<file path="src/rtl/store_queue_unit_if.sv">
// Store unit handshake bundle: decode-side request channel plus the AXI4-Lite write port.
// master = store unit side, slave = decode unit / memory side.
interface store_queue_unit_if #(
  parameter int unsigned XLEN = 32
);
  localparam int unsigned STRB = XLEN / 8;

  logic            o_dm_awvalid;
  logic            i_dm_awready;
  logic [XLEN-1:0] o_dm_awaddr;
  logic [2:0]      o_dm_awprot;
  logic            o_dm_wvalid;
  logic            i_dm_wready;
  logic [XLEN-1:0] o_dm_wdata;
  logic [STRB-1:0] o_dm_wstrb;
  logic            i_dm_bvalid;
  logic            o_dm_bready;
  logic [1:0]      i_dm_bresp;

  logic            i_du_valid;
  logic            o_su_ready;
  logic [6:0]      i_du_opcode;
  logic [2:0]      i_du_funct3;
  logic [XLEN-1:0] i_du_immediate;
  logic [XLEN-1:0] i_du_rf_rs1_rdata;
  logic [XLEN-1:0] i_du_rf_rs2_rdata;

  modport master (
    output o_dm_awvalid, o_dm_awaddr, o_dm_awprot, o_dm_wvalid, o_dm_wdata, o_dm_wstrb,
    output o_dm_bready, o_su_ready,
    input  i_dm_awready, i_dm_wready, i_dm_bvalid, i_dm_bresp,
    input  i_du_valid, i_du_opcode, i_du_funct3, i_du_immediate,
    input  i_du_rf_rs1_rdata, i_du_rf_rs2_rdata
  );

  modport slave (
    input  o_dm_awvalid, o_dm_awaddr, o_dm_awprot, o_dm_wvalid, o_dm_wdata, o_dm_wstrb,
    input  o_dm_bready, o_su_ready,
    output i_dm_awready, i_dm_wready, i_dm_bvalid, i_dm_bresp,
    output i_du_valid, i_du_opcode, i_du_funct3, i_du_immediate,
    output i_du_rf_rs1_rdata, i_du_rf_rs2_rdata
  );
endinterface

</file>
<file path="src/rtl/store_queue_unit.sv">
// Store unit: decodes stores, queues them in a DEPTH-entry FIFO, issues AXI4-Lite AW/W, tracks B.
// Optional STORE_UNIT_MISALIGN_TRAP_EN: misaligned stores are trapped instead of issued.
module store_queue_unit #(
  parameter int unsigned XLEN  = 32,
  parameter int unsigned DEPTH = 4
) (
  input  logic               clk,
  input  logic               rstn,
  store_queue_unit_if.master bus,
  output logic               o_su_idle,
  output logic               o_su_err
`ifdef STORE_UNIT_MISALIGN_TRAP_EN
  ,
  output logic               o_su_misalign
`endif
);
  localparam int unsigned STRB = XLEN / 8;
  localparam int unsigned OFFW = $clog2(STRB);
  localparam int unsigned PW   = $clog2(DEPTH);
  localparam int unsigned CW   = PW + 1;
  localparam logic [CW-1:0] DEPTH_C  = CW'(DEPTH);
  localparam logic [6:0]    OP_STORE = 7'b0100011;
`ifdef STORE_UNIT_MISALIGN_TRAP_EN
  localparam bit TRAP_EN = 1'b1;
`else
  localparam bit TRAP_EN = 1'b0;
`endif

  logic [XLEN-1:0] mem_addr [DEPTH];
  logic [XLEN-1:0] mem_data [DEPTH];
  logic [STRB-1:0] mem_strb [DEPTH];
  logic [PW-1:0]   wr_ptr, rd_ptr;
  logic [CW-1:0]   count, outstanding;
  logic            aw_done, w_done, err_q;

  logic [XLEN-1:0] rs2, req_addr, req_data;
  logic [OFFW-1:0] req_off;
  logic [STRB-1:0] req_strb;
  logic            req_f3_ok, req_misaligned;
  logic            accept, is_store, enq, head_valid, aw_fire, w_fire, pop, b_fire, b_dec;

  assign rs2      = bus.i_du_rf_rs2_rdata;
  assign req_addr = bus.i_du_rf_rs1_rdata + bus.i_du_immediate;
  assign req_off  = req_addr[OFFW-1:0];

  // Data is replicated across lanes, so only the strobe depends on the byte offset.
  always_comb begin
    req_data       = '0;
    req_strb       = '0;
    req_f3_ok      = 1'b1;
    req_misaligned = 1'b0;
    case (bus.i_du_funct3)
      3'b000: begin
        req_data = {STRB{rs2[7:0]}};
        req_strb = STRB'(1) << req_off;
      end
      3'b001: begin
        req_data       = {(STRB/2){rs2[15:0]}};
        req_strb       = STRB'(2'b11) << req_off;
        req_misaligned = req_off[0];
      end
      3'b010: begin
        req_data       = {(XLEN/32){rs2[31:0]}};
        req_strb       = STRB'(4'hF) << req_off;
        req_misaligned = |req_off[1:0];
      end
      3'b011: begin
        if (XLEN == 64) begin
          req_data       = rs2;
          req_strb       = '1;
          req_misaligned = |req_off;
        end else begin
          req_f3_ok = 1'b0;
        end
      end
      default: req_f3_ok = 1'b0;
    endcase
  end

  assign bus.o_su_ready = (count != DEPTH_C) &&
                          (({1'b0, count} + {1'b0, outstanding}) < {1'b0, DEPTH_C});
  assign accept   = bus.i_du_valid && bus.o_su_ready;
  assign is_store = (bus.i_du_opcode == OP_STORE);
  assign enq      = accept && is_store && req_f3_ok && !(TRAP_EN && req_misaligned);

  assign head_valid       = (count != '0);
  assign bus.o_dm_awvalid = head_valid && !aw_done;
  assign bus.o_dm_wvalid  = head_valid && !w_done;
  assign bus.o_dm_awaddr  = mem_addr[rd_ptr];
  assign bus.o_dm_wdata   = mem_data[rd_ptr];
  assign bus.o_dm_wstrb   = mem_strb[rd_ptr];
  assign bus.o_dm_awprot  = '0;
  assign bus.o_dm_bready  = 1'b1;

  assign aw_fire = bus.o_dm_awvalid && bus.i_dm_awready;
  assign w_fire  = bus.o_dm_wvalid && bus.i_dm_wready;
  // Head retires when the later of its two channels completes, possibly both in one cycle.
  assign pop     = head_valid && (aw_done || aw_fire) && (w_done || w_fire);
  assign b_fire  = bus.i_dm_bvalid;
  assign b_dec   = b_fire && (outstanding != '0);

  always_ff @(posedge clk or negedge rstn) begin
    if (!rstn) begin
      for (int unsigned i = 0; i < DEPTH; i++) begin
        mem_addr[i] <= '0;
        mem_data[i] <= '0;
        mem_strb[i] <= '0;
      end
      wr_ptr      <= '0;
      rd_ptr      <= '0;
      count       <= '0;
      outstanding <= '0;
      aw_done     <= 1'b0;
      w_done      <= 1'b0;
      err_q       <= 1'b0;
    end else begin
      if (enq) begin
        mem_addr[wr_ptr] <= {req_addr[XLEN-1:OFFW], {OFFW{1'b0}}};
        mem_data[wr_ptr] <= req_data;
        mem_strb[wr_ptr] <= req_strb;
        wr_ptr           <= wr_ptr + PW'(1);
      end
      if (pop) begin
        rd_ptr <= rd_ptr + PW'(1);
      end
      if (enq && !pop) begin
        count <= count + CW'(1);
      end else if (pop && !enq) begin
        count <= count - CW'(1);
      end
      aw_done     <= pop ? 1'b0 : (aw_done || aw_fire);
      w_done      <= pop ? 1'b0 : (w_done || w_fire);
      outstanding <= outstanding + CW'(pop) - CW'(b_dec);
      err_q       <= (accept && is_store && !req_f3_ok) ||
                     (b_fire && (bus.i_dm_bresp != 2'b00));
    end
  end

  assign o_su_idle = (count == '0) && (outstanding == '0);
  assign o_su_err  = err_q;

`ifdef STORE_UNIT_MISALIGN_TRAP_EN
  logic mis_q;
  always_ff @(posedge clk or negedge rstn) begin
    if (!rstn) begin
      mis_q <= 1'b0;
    end else begin
      mis_q <= accept && is_store && req_f3_ok && req_misaligned;
    end
  end
  assign o_su_misalign = mis_q;
`endif
endmodule

</file>
<file path="src/flat_wrapper.sv">
// flat-port wrapper written by rule: the top's interface ports become plain ports
module store_queue_unit_flat 
#(
  parameter int unsigned XLEN  = 32,
  parameter int unsigned DEPTH = 4
)
  (clk, rstn, o_su_idle, o_su_err, bus_o_dm_awvalid, bus_o_dm_awaddr, bus_o_dm_awprot, bus_o_dm_wvalid, bus_o_dm_wdata, bus_o_dm_wstrb, bus_o_dm_bready, bus_o_su_ready, bus_i_dm_awready, bus_i_dm_wready, bus_i_dm_bvalid, bus_i_dm_bresp, bus_i_du_valid, bus_i_du_opcode, bus_i_du_funct3, bus_i_du_immediate, bus_i_du_rf_rs1_rdata, bus_i_du_rf_rs2_rdata);
  store_queue_unit_if #(.XLEN(XLEN)) bus_i ();
  input  logic clk;
  input  logic rstn;
  output logic o_su_idle;
  output logic o_su_err;
  output wire logic [$bits(bus_i.o_dm_awvalid)-1:0] bus_o_dm_awvalid;
  output wire logic [$bits(bus_i.o_dm_awaddr)-1:0] bus_o_dm_awaddr;
  output wire logic [$bits(bus_i.o_dm_awprot)-1:0] bus_o_dm_awprot;
  output wire logic [$bits(bus_i.o_dm_wvalid)-1:0] bus_o_dm_wvalid;
  output wire logic [$bits(bus_i.o_dm_wdata)-1:0] bus_o_dm_wdata;
  output wire logic [$bits(bus_i.o_dm_wstrb)-1:0] bus_o_dm_wstrb;
  output wire logic [$bits(bus_i.o_dm_bready)-1:0] bus_o_dm_bready;
  output wire logic [$bits(bus_i.o_su_ready)-1:0] bus_o_su_ready;
  input wire logic [$bits(bus_i.i_dm_awready)-1:0] bus_i_dm_awready;
  input wire logic [$bits(bus_i.i_dm_wready)-1:0] bus_i_dm_wready;
  input wire logic [$bits(bus_i.i_dm_bvalid)-1:0] bus_i_dm_bvalid;
  input wire logic [$bits(bus_i.i_dm_bresp)-1:0] bus_i_dm_bresp;
  input wire logic [$bits(bus_i.i_du_valid)-1:0] bus_i_du_valid;
  input wire logic [$bits(bus_i.i_du_opcode)-1:0] bus_i_du_opcode;
  input wire logic [$bits(bus_i.i_du_funct3)-1:0] bus_i_du_funct3;
  input wire logic [$bits(bus_i.i_du_immediate)-1:0] bus_i_du_immediate;
  input wire logic [$bits(bus_i.i_du_rf_rs1_rdata)-1:0] bus_i_du_rf_rs1_rdata;
  input wire logic [$bits(bus_i.i_du_rf_rs2_rdata)-1:0] bus_i_du_rf_rs2_rdata;
  assign bus_o_dm_awvalid = bus_i.o_dm_awvalid;
  assign bus_o_dm_awaddr = bus_i.o_dm_awaddr;
  assign bus_o_dm_awprot = bus_i.o_dm_awprot;
  assign bus_o_dm_wvalid = bus_i.o_dm_wvalid;
  assign bus_o_dm_wdata = bus_i.o_dm_wdata;
  assign bus_o_dm_wstrb = bus_i.o_dm_wstrb;
  assign bus_o_dm_bready = bus_i.o_dm_bready;
  assign bus_o_su_ready = bus_i.o_su_ready;
  assign bus_i.i_dm_awready = bus_i_dm_awready;
  assign bus_i.i_dm_wready = bus_i_dm_wready;
  assign bus_i.i_dm_bvalid = bus_i_dm_bvalid;
  assign bus_i.i_dm_bresp = bus_i_dm_bresp;
  assign bus_i.i_du_valid = bus_i_du_valid;
  assign bus_i.i_du_opcode = bus_i_du_opcode;
  assign bus_i.i_du_funct3 = bus_i_du_funct3;
  assign bus_i.i_du_immediate = bus_i_du_immediate;
  assign bus_i.i_du_rf_rs1_rdata = bus_i_du_rf_rs1_rdata;
  assign bus_i.i_du_rf_rs2_rdata = bus_i_du_rf_rs2_rdata;
  store_queue_unit #(.XLEN(XLEN), .DEPTH(DEPTH)) u_core (.clk(clk), .rstn(rstn), .bus(bus_i), .o_su_idle(o_su_idle), .o_su_err(o_su_err));
endmodule
</file>
<file path="config.mk">
export PLATFORM = sky130hd
export DESIGN_NAME = store_queue_unit_flat
export DESIGN_NICKNAME = d
export VERILOG_FILES = /design/src/rtl/store_queue_unit_if.sv /design/src/rtl/store_queue_unit.sv /design/src/flat_wrapper.sv
export SDC_FILE = /design/constraint.sdc
export NUM_CORES = 1
export LEC_CHECK = 0
export ABC_AREA = 0
export ABC_CLOCK_PERIOD_IN_PS = 3600
export BUFFER_PORTS_ARGS = -buffer_cell sky130_fd_sc_hd__clkbuf_2
export CORE_UTILIZATION = 35
export CTS_BUF_LIST = sky130_fd_sc_hd__clkbuf_4 sky130_fd_sc_hd__clkbuf_8 sky130_fd_sc_hd__clkbuf_16
export DETAILED_ROUTE_END_ITERATION = 16
export GPL_ROUTABILITY_DRIVEN = 1
export GPL_TIMING_DRIVEN = 0
export SETUP_SLACK_MARGIN = 0.02
export SLEW_MARGIN = 20
export SYNTH_ARGS = -nofsm -noshare
export SYNTH_HDL_FRONTEND = slang
export SYNTH_SLANG_ARGS = --single-unit
</file>
<file path="constraint.sdc">
create_clock -name clk -period 3.6 [get_ports clk]
set_input_delay 0.72 -clock clk [delete_from_list [all_inputs] [get_ports clk]]
set_output_delay 0.72 -clock clk [all_outputs]
set_load 0.005 [all_outputs]
</file>
==> run summary, run 1 <==
Outcome: finished, final reports clean
Post-CTS Repair Setup Buffers: 0
Count of port buffers added during placement: 183
Count of flip-flops with a built-in enable after synthesis: 0
Number of cell rows: 73
Syn Area/Cell: 11.6 um^2
Ratio of routed vias to standard cells: 5.28
Buffer cell driving the clock tree root: sky130_fd_sc_hd__clkbuf_16
Number of endpoints with negative hold slack in the final report: 0
Accumulated negative setup slack: 0 ns
Post-placement cell area: 15900 um^2
Final routed wirelength across all metal layers: 39600 um
Residual antenna-violating net count after detailed routing: 0
Final cell area excluding filler cells: 17000 um^2
Unique cell type count in the Yosys netlist: 66
Overall power of the completed layout: 8.36 mW
Flop-to-flop setup slack: 0.52 ns
Total Die Area: 41500 um^2
Endpoint of the most critical register-to-register path: u_core.mem_data[89]$_DFFE_PN0P_
Most common cell after layout, fill and taps aside: sky130_fd_sc_hd__dfrtp_1
Maximum cell stage delay along the critical path: 0.59 ns
Endpoint type of the worst setup path: output pin
Final slew viol count: 0
TritonCTS clock tree: yes
Cell-by-cell trace of the critical path: clkbuf_1 -> clkbuf_1 -> mux4_2 -> clkbuf_2
Detailed-route DRC error count: 0
Num Clock Sinks: 277
Fraction of registers with async set/reset: 100%
Final worst hold slack: 0.207 ns
Antenna diodes: 0
Crit-path most repeated cell: sky130_fd_sc_hd__clkbuf_1
Worst hold-check path type: in -> async
Cell Count Post-Placement: 1945
Die X: 204 um
Starting DRT DRC Count: 720
Area Overhead vs Synth: 19.1%
Peak supply drop: 0.000374 V
Lkg Pwr: 8.09 nW
Number of buffers and inverters on the critical path: 3
Vert. Die Dim: 204 um
Prevailing post-synth register cell: sky130_fd_sc_hd__dfrtp_1
IO Pins: 191
Total power per unit cell area: 493 nW/um^2
Cell count of the worst reg-to-reg path: 10
Number of buffers added to fix hold violations after cts: 0
Worst Skew: 0.00903 ns
Number of global-route vias before repair: 10783
Core box area: 39900 um^2
Nature of the critical path startpoint: flip-flop
Arr. time, crit path: 2.74 ns
Cell with the largest stage delay on the worst path: sky130_fd_sc_hd__clkbuf_1
Pin count of the biggest net entering global routing: 81
Top library cells by usage in the layout, fill and taps aside: sky130_fd_sc_hd__dfrtp_1, sky130_fd_sc_hd__clkbuf_2, sky130_fd_sc_hd__nand2_1
Worst setup path end: bus_o_dm_awaddr[14]
Number of nets in the layout: 1609
Setup repair after global routing missed its margin: false
Final-report setup violation count: 0
Starting Density: 35.7%
Post-DP HPWL: 29100 um
Number of fillers in the final layout: 3804
Worst-case setup margin in the final layout: 0.144 ns
CTS clk-pin slew, worst paths: 0.06 ns
Final global-route overflow total: 0
Final weighted congestion in routability-driven placement: 0.908
Critical Path Stages: 4
Initial antenna violation count: 0
Cell Count, Final, Fillers Out: 1998
Peak fanout along the critical path: 10
Global-route met1 utilization: 26.7%
Met3 Usage GRT: 2.86%
Crit path time final: 3.46 ns
Maximum buffer depth of the clock tree: 3
Final cycle utilization of the critical path: 96.0%
Met2 usage in global routing: 31.8%
Flip-flop and latch count after synthesis: 277
Post-placement worst setup slack: -0.288 ns
First-pass iteration count of the detailed router: 5
Critical setup path kind: reg -> out
Maximum level of the CTS H-tree: 1
Source-to-sink clock delay at the later pin of the worst-skew pair: 0.55 ns
Wire length of the first global-routing pass: 61900 um
Vias: 10555
Critical path startpoint: u_core.rd_ptr[1]$_DFFE_PN0P_
Sequential element share of the synthesized area: 48.6%
Count of yosys warnings during synthesis: 0
Post-synthesis instance total: 1230
Most utilized layer in the global route result: met2
Post-synthesis instance area: 14200 um^2
Cell family contributing the most delay on the critical path: buffers and inverters
Data required time at the worst endpoint: 2.88 ns
Final Util: 42.5%
Detail-routed net length per standard cell: 19.8 um
Worst R2R Start: u_core.outstanding[2]$_DFF_PN0_
Max-cap violations: 0
Slew at the pin closest to its max-slew limit: 1.03 ns
Number of buffers added by the clock tree synthesis step: 30
Fmax: 289 MHz
Slew margin rel.: 31.2%
Share of layout cells above drive strength 1: 32.5%
Tot GR Track Use: 19.3%
## what timing repair did
action                                  4_1_cts  5_1_grt
resized for setup                             2        5
endpoints found under the setup margin        8       10
cloned                                        0        0
## routing by layer
layer	part of all wire (%)	up-vias
li1	-	4866
met1	43	5290
met2	48	351
met3	6.9	48
met4	2.3	0
met5	0	-
## flip-flops by register name (all words and copies together) (netlist names)
register	flops
u_core.aw_done	1
u_core.count	3
u_core.mem_addr	120
u_core.mem_data	128
u_core.mem_strb	16
u_core.o_su_err	1
u_core.outstanding	3
u_core.rd_ptr	2
u_core.w_done	1
u_core.wr_ptr	2
## worst reg2reg max path, cell delays in order (launching register included)
cell and delay [ns]:
sky130_fd_sc_hd__dfrtp_1 0.43, sky130_fd_sc_hd__ha_1 0.30, sky130_fd_sc_hd__or3_1 0.35, sky130_fd_sc_hd__a211oi_2 0.29
sky130_fd_sc_hd__and4_1 0.26, sky130_fd_sc_hd__buf_4 0.17, sky130_fd_sc_hd__nand2_1 0.21, sky130_fd_sc_hd__buf_2 0.31
sky130_fd_sc_hd__clkbuf_1 0.36, sky130_fd_sc_hd__nand2_1 0.15, sky130_fd_sc_hd__o21ai_0 0.10
## where the power goes
part           switching (mW)  total (mW)  internal (mW)  leakage (nW)
combinational            1.11        1.84          0.732          3.73
clock                    1.25        3.22           1.98         0.523
sequential             0.0864        3.29           3.21          3.84
total                    2.45        8.36           5.92          8.09
## synth_stat cells, types with 2 or more instances
cell type | instances | area [um^2]
sky130_fd_sc_hd__dfrtp_1 | 277 | 6930
sky130_fd_sc_hd__nand2_1 | 164 | 616
sky130_fd_sc_hd__o21ai_0 | 154 | 771
sky130_fd_sc_hd__mux2_2 | 138 | 1550
sky130_fd_sc_hd__mux4_2 | 66 | 1490
sky130_fd_sc_hd__clkbuf_1 | 62 | 233
sky130_fd_sc_hd__a21oi_1 | 58 | 290
sky130_fd_sc_hd__nor2_1 | 41 | 154
sky130_fd_sc_hd__ha_1 | 40 | 500
sky130_fd_sc_hd__xnor2_1 | 20 | 175
sky130_fd_sc_hd__nand2b_1 | 17 | 106
sky130_fd_sc_hd__a21o_1 | 15 | 113
sky130_fd_sc_hd__xor2_1 | 15 | 131
sky130_fd_sc_hd__inv_1 | 13 | 48.8
sky130_fd_sc_hd__nand3_1 | 13 | 65.1
sky130_fd_sc_hd__nor2b_1 | 12 | 75.1
sky130_fd_sc_hd__buf_1 | 9 | 33.8
sky130_fd_sc_hd__buf_4 | 8 | 60.1
sky130_fd_sc_hd__buf_2 | 7 | 35.0
sky130_fd_sc_hd__nand4_1 | 7 | 43.8
sky130_fd_sc_hd__nor3_1 | 7 | 35.0
sky130_fd_sc_hd__a211oi_1 | 5 | 37.5
sky130_fd_sc_hd__and3_1 | 5 | 31.3
sky130_fd_sc_hd__a211o_1 | 4 | 35.0
sky130_fd_sc_hd__and2_1 | 4 | 25.0
sky130_fd_sc_hd__o31ai_1 | 4 | 30.0
sky130_fd_sc_hd__or2_2 | 4 | 25.0
sky130_fd_sc_hd__fa_1 | 3 | 60.1
sky130_fd_sc_hd__mux2_1 | 3 | 33.8
sky130_fd_sc_hd__nand4b_1 | 3 | 26.3
sky130_fd_sc_hd__nor4_1 | 3 | 18.8
sky130_fd_sc_hd__o211ai_1 | 3 | 22.5
sky130_fd_sc_hd__o21a_1 | 3 | 22.5
sky130_fd_sc_hd__o21bai_1 | 3 | 22.5
sky130_fd_sc_hd__a2111oi_0 | 2 | 17.5
sky130_fd_sc_hd__a2111oi_4 | 2 | 55.1
sky130_fd_sc_hd__a31oi_1 | 2 | 12.5
sky130_fd_sc_hd__conb_1 | 2 | 7.51
sky130_fd_sc_hd__o21ai_1 | 2 | 10.0
sky130_fd_sc_hd__o311ai_0 | 2 | 17.5
sky130_fd_sc_hd__o31a_1 | 2 | 17.5
sky130_fd_sc_hd__or3_1 | 2 | 12.5
## logic make-up (layout without fill, tap and decap cells)
kind of cell	count (synthesis)	after routing	synth area share [%]
muxes	207	207	21.6
xor gates and xnor gates	36	36	2.27
and+or+nand+nor	287	287	9.03
other	2	6	0.0527
DFF	277	277	48.6
AOI/OAI and AO/OA	277	277	11.4
adders and majority gates	43	43	3.93
buffers and inverters	101	340	3.09
## final cells by class
class / count / area [um^2] / share of cell area [%]
buffer: 87 / 382 / 2.25
multi-input combinational: 856 / 6890 / 40.6
timing repair buffer: 186 / 1010 / 5.93
clock inverter: 12 / 166 / 0.980
clock buffer: 41 / 876 / 5.16
sequential: 277 / 6930 / 40.8
inverter: 14 / 65.1 / 0.383
tap: 525 / 657 / 3.87
## worst min path at each step
stage,from,endpoint,slack (ns),cells after the start
6_report,rstn,u_core.mem_data[2]$_DFFE_PN0P_,0.21,1
5_1_grt,rstn,u_core.mem_data[66]$_DFFE_PN0P_,0.26,1
4_1_cts,rstn,u_core.mem_data[69]$_DFFE_PN0P_,0.22,1
3_5_place_dp,u_core.mem_data[30]$_DFFE_PN0P_,u_core.mem_data[30]$_DFFE_PN0P_,0.47,2
3_3_place_gp,u_core.mem_data[73]$_DFFE_PN0P_,u_core.mem_data[73]$_DFFE_PN0P_,0.46,2
2_1_floorplan,rstn,u_core.aw_done$_DFF_PN0_,0.42,0
Power figures use the tool's default switching activity.
==> run 2, diff against run 1 <==
--- a/config.mk
+++ b/config.mk
@@ -7,10 +7,10 @@
 export LEC_CHECK = 0
 export ABC_AREA = 0
 export ABC_CLOCK_PERIOD_IN_PS = 3600
-export BUFFER_PORTS_ARGS = -buffer_cell sky130_fd_sc_hd__clkbuf_2
 export CORE_UTILIZATION = 35
 export CTS_BUF_LIST = sky130_fd_sc_hd__clkbuf_4 sky130_fd_sc_hd__clkbuf_8 sky130_fd_sc_hd__clkbuf_16
 export DETAILED_ROUTE_END_ITERATION = 16
+export DONT_BUFFER_PORTS = 1
 export GPL_ROUTABILITY_DRIVEN = 1
 export GPL_TIMING_DRIVEN = 0
 export SETUP_SLACK_MARGIN = 0.02
==> run 2 against run 1 <==
The flow now finishes with violations (negative hold slack); count of clock-buffer cells in the layout is 1 higher; clock skew is 0.0022 ns higher; sequential power is essentially flat; flip-flop and latch count unchanged.
==> run summary, run 2 (synthesis results as in run 1) <==
Registers with the most flip-flops: u_core.mem_data x128, u_core.mem_addr x120, u_core.mem_strb x16 (unchanged)
Starting DRT DRC Count: 636 (was 720)
Share of layout cells above drive strength 1: 22.9% (was 32.5%)
Slew at the pin closest to its max-slew limit: 1.02 ns (was 1.03 ns)
Count of port buffers added during placement: 0 (was 183)
Final worst hold slack: -0.133 ns (was 0.207 ns)
Peak fanout along the critical path: 10 (unchanged)
Final global-route overflow total: 0 (unchanged)
Source-to-sink clock delay at the later pin of the worst-skew pair: 0.55 ns (about the same)
Number of endpoints with negative hold slack in the final report: 277 (was 0)
IO Pins: 191 (unchanged)
Maximum level of the CTS H-tree: 1 (unchanged)
Slew margin rel.: 32.3% (was 31.2%)
Peak supply drop: 0.000351 V (was 0.000374 V)
Vert. Die Dim: 204 um (unchanged)
Worst hold-check path type: in -> async (unchanged)
Buffer cell driving the clock tree root: sky130_fd_sc_hd__clkbuf_16 (unchanged)
Worst-case setup margin in the final layout: 0.156 ns (was 0.144 ns)
Total Die Area: 41500 um^2 (unchanged)
Pin count of the biggest net entering global routing: 278 (was 81)
CTS clk-pin slew, worst paths: 0.06 ns (about the same)
Fmax: 290 MHz (was 289 MHz)
Num Clock Sinks: 277 (unchanged)
Lkg Pwr: 7.28 nW (was 8.09 nW)
Crit path time final: 3.44 ns (was 3.46 ns)
Cell internal pwr: 5.95 mW (was 5.92 mW)
Final routed wirelength across all metal layers: 39600 um (about the same)
Setup repair after global routing missed its margin: false (unchanged)
Crit-path most repeated cell: sky130_fd_sc_hd__clkbuf_1 (unchanged)
Arr. time, crit path: 2.72 ns (was 2.74 ns)
Number of buffers added by the clock tree synthesis step: 30 (unchanged)
Number of cell rows: 73 (unchanged)
Post-placement worst setup slack: -0.171 ns (was -0.288 ns)
Number of global-route vias before repair: 10282 (was 10783)
First-pass iteration count of the detailed router: 5 (unchanged)
Switching power total: 2.39 mW (was 2.45 mW)
Data required time at the worst endpoint: 2.88 ns (about the same)
Failing checks: negative hold slack
Maximum buffer depth of the clock tree: 3 (unchanged)
Starting Density: 35.7% (unchanged)
Ratio of routed vias to standard cells: 5.49 (was 5.28)
Post-CTS Repair Setup Buffers: 0 (unchanged)
Critical setup path kind: reg -> out (unchanged)
Detail-routed net length per standard cell: 21.8 um (was 19.8 um)
Final slew viol count: 0 (unchanged)
Final cycle utilization of the critical path: 95.7% (was 96.0%)
Detailed-route DRC error count: 0 (unchanged)
Tot GR Track Use: 19.1% (was 19.3%)
Most flops, register: u_core.mem_data (unchanged)
Proportion of power drawn by combinational gates: 20.1% (was 22.1%)
Core box area: 39900 um^2 (unchanged)
Clock share of power: 40.4% (was 38.6%)
Max-cap violations: 0 (unchanged)
Cell with the largest stage delay on the worst path: sky130_fd_sc_hd__clkbuf_1 (unchanged)
Most common cell after layout, fill and taps aside: sky130_fd_sc_hd__dfrtp_1 (unchanged)
Outcome: complete, but fails checks (was finished, final reports clean)
Top library cells by usage in the layout, fill and taps aside: sky130_fd_sc_hd__dfrtp_1, sky130_fd_sc_hd__nand2_1, sky130_fd_sc_hd__o21ai_0 (was sky130_fd_sc_hd__dfrtp_1, sky130_fd_sc_hd__clkbuf_2, sky130_fd_sc_hd__nand2_1)
Post-DP HPWL: 28400 um (was 29100 um)
Flop-to-flop setup slack: 0.44 ns (was 0.52 ns)
Worst Skew: 0.0113 ns (was 0.00903 ns)
Fraction of power spent switching nets: 28.6% (was 29.2%)
Worst R2R Start: u_core.count[2]$_DFFE_PN0P_ (was u_core.outstanding[2]$_DFF_PN0_)
Number of nets in the layout: 1423 (was 1609)
Nature of the critical path startpoint: flip-flop (unchanged)
Endpoint type of the worst setup path: output pin (unchanged)
Total power per unit cell area: 520 nW/um^2 (was 493 nW/um^2)
Flop pwr share: 39.5% (was 39.4%)
Endpoint of the most critical register-to-register path: u_core.mem_data[79]$_DFFE_PN0P_ (was u_core.mem_data[89]$_DFFE_PN0P_)
Antenna diodes: 0 (unchanged)
Initial antenna violation count: 0 (unchanged)
Residual antenna-violating net count after detailed routing: 0 (unchanged)
Final-report setup violation count: 0 (unchanged)
Area Overhead vs Synth: 12.5% (was 19.1%)
Wire length of the first global-routing pass: 60700 um (was 61900 um)
TritonCTS clock tree: yes (unchanged)
Cell count of the worst reg-to-reg path: 10 (unchanged)
Final weighted congestion in routability-driven placement: 0.844 (was 0.908)
Die X: 204 um (unchanged)
Cell-by-cell trace of the critical path: clkbuf_1 -> clkbuf_1 -> mux4_2 (was clkbuf_1 -> clkbuf_1 -> mux4_2 -> clkbuf_2)
Maximum cell stage delay along the critical path: 0.69 ns (was 0.59 ns)
Max FFs per register: 128 (unchanged)
Vias: 9971 (was 10555)
[run 2: cell count changes in the layout (fill, tap and decap cells not counted)]
cell and delta:
sky130_fd_sc_hd__bufinv_16 +1, sky130_fd_sc_hd__inv_8 +1, sky130_fd_sc_hd__clkinvlp_4 +1, sky130_fd_sc_hd__clkbuf_4 -1, sky130_fd_sc_hd__clkbuf_2 -182, sky130_fd_sc_hd__inv_6 -1, sky130_fd_sc_hd__clkdlybuf4s15_2 +1, sky130_fd_sc_hd__buf_16 -3
[run 2: timing repair]
item,in CTS,in global routing
endpoints found under the hold margin,277,277
setup endpoints to repair,8,0
resized for setup,2,0
[run 2: layer usage]
metal | share of wire [%] | track usage (%) | wire length (um)
met4 | 2.5 | 5.21 | 990
met5 | 0 | 0 | 0
met3 | 6.7 | 4.07 | 2650
met1 | 43 | 25.2 | 16900
met2 | 48 | 31.6 | 19000
[run 2: how the worst max path moves through the flow]
| stage | startpoint | to | slack (ns) | depth (start not counted) |
|---|---|---|---|---|
| floorplan | bus_i_du_rf_rs1_rdata[0] | u_core.mem_addr[60]$_DFFE_PN0P_ | 0.61 | 9 |
| global placement | bus_i_du_rf_rs1_rdata[4] | u_core.mem_addr[95]$_DFFE_PN0P_ | -0.21 | 8 |
| detailed placement | bus_i_du_rf_rs1_rdata[4] | u_core.mem_addr[127]$_DFFE_PN0P_ | -0.17 | 8 |
| CTS | u_core.rd_ptr[0]$_DFFE_PN0P_ | bus_o_dm_awaddr[2] | 0.14 | 3 |
| global route | u_core.rd_ptr[0]$_DFFE_PN0P_ | bus_o_dm_awaddr[27] | 0.04 | 4 |
| finish | u_core.rd_ptr[1]$_DFFE_PN0P_ | bus_o_dm_wdata[30] | 0.16 | 3 |
[run 2: power groups by stage]
stage	logic (mW)	registers, mW	clock network, mW
global route	1.85	3.30	3.56
CTS	1.70	3.29	3.44
floorplan	1.24	3.32	0
finish	1.67	3.29	3.36
global placement	1.66	3.34	0
detailed placement	1.69	3.35	0
[run 2: critical path, delay by kind of cell, from the launching register on]
kind,cells,cell delay (ns)
flops,1,0.42
mux,1,0.48
buf+inv,2,1.27
[run 2: cell type report]
class,count,area [um^2]
sequential,277,6930
tap,525,657
fill,3870,23900
buffer,87,385
inverter,14,65.1
clock inverter,14,206
multi-input combinational,856,6890
clock buffer,42,890
[run 2: per-stage QoR]
step / TNS (ns) / instance area (um^2) / cells / power, mW / util (%)
floorplan: 0 / 14300 / 1234 / 4.57 / -
CTS: 0 / 16000 / 1815 / 8.43 / 40.1
finish: 0 / 16000 / 1815 / 8.33 / 40.2
global placement: -0.807 / 14900 / 1759 / 5.00 / 37.4
global route: 0 / 16000 / 1815 / 8.71 / 40.2
detailed placement: -0.640 / 14900 / 1759 / 5.04 / 37.4
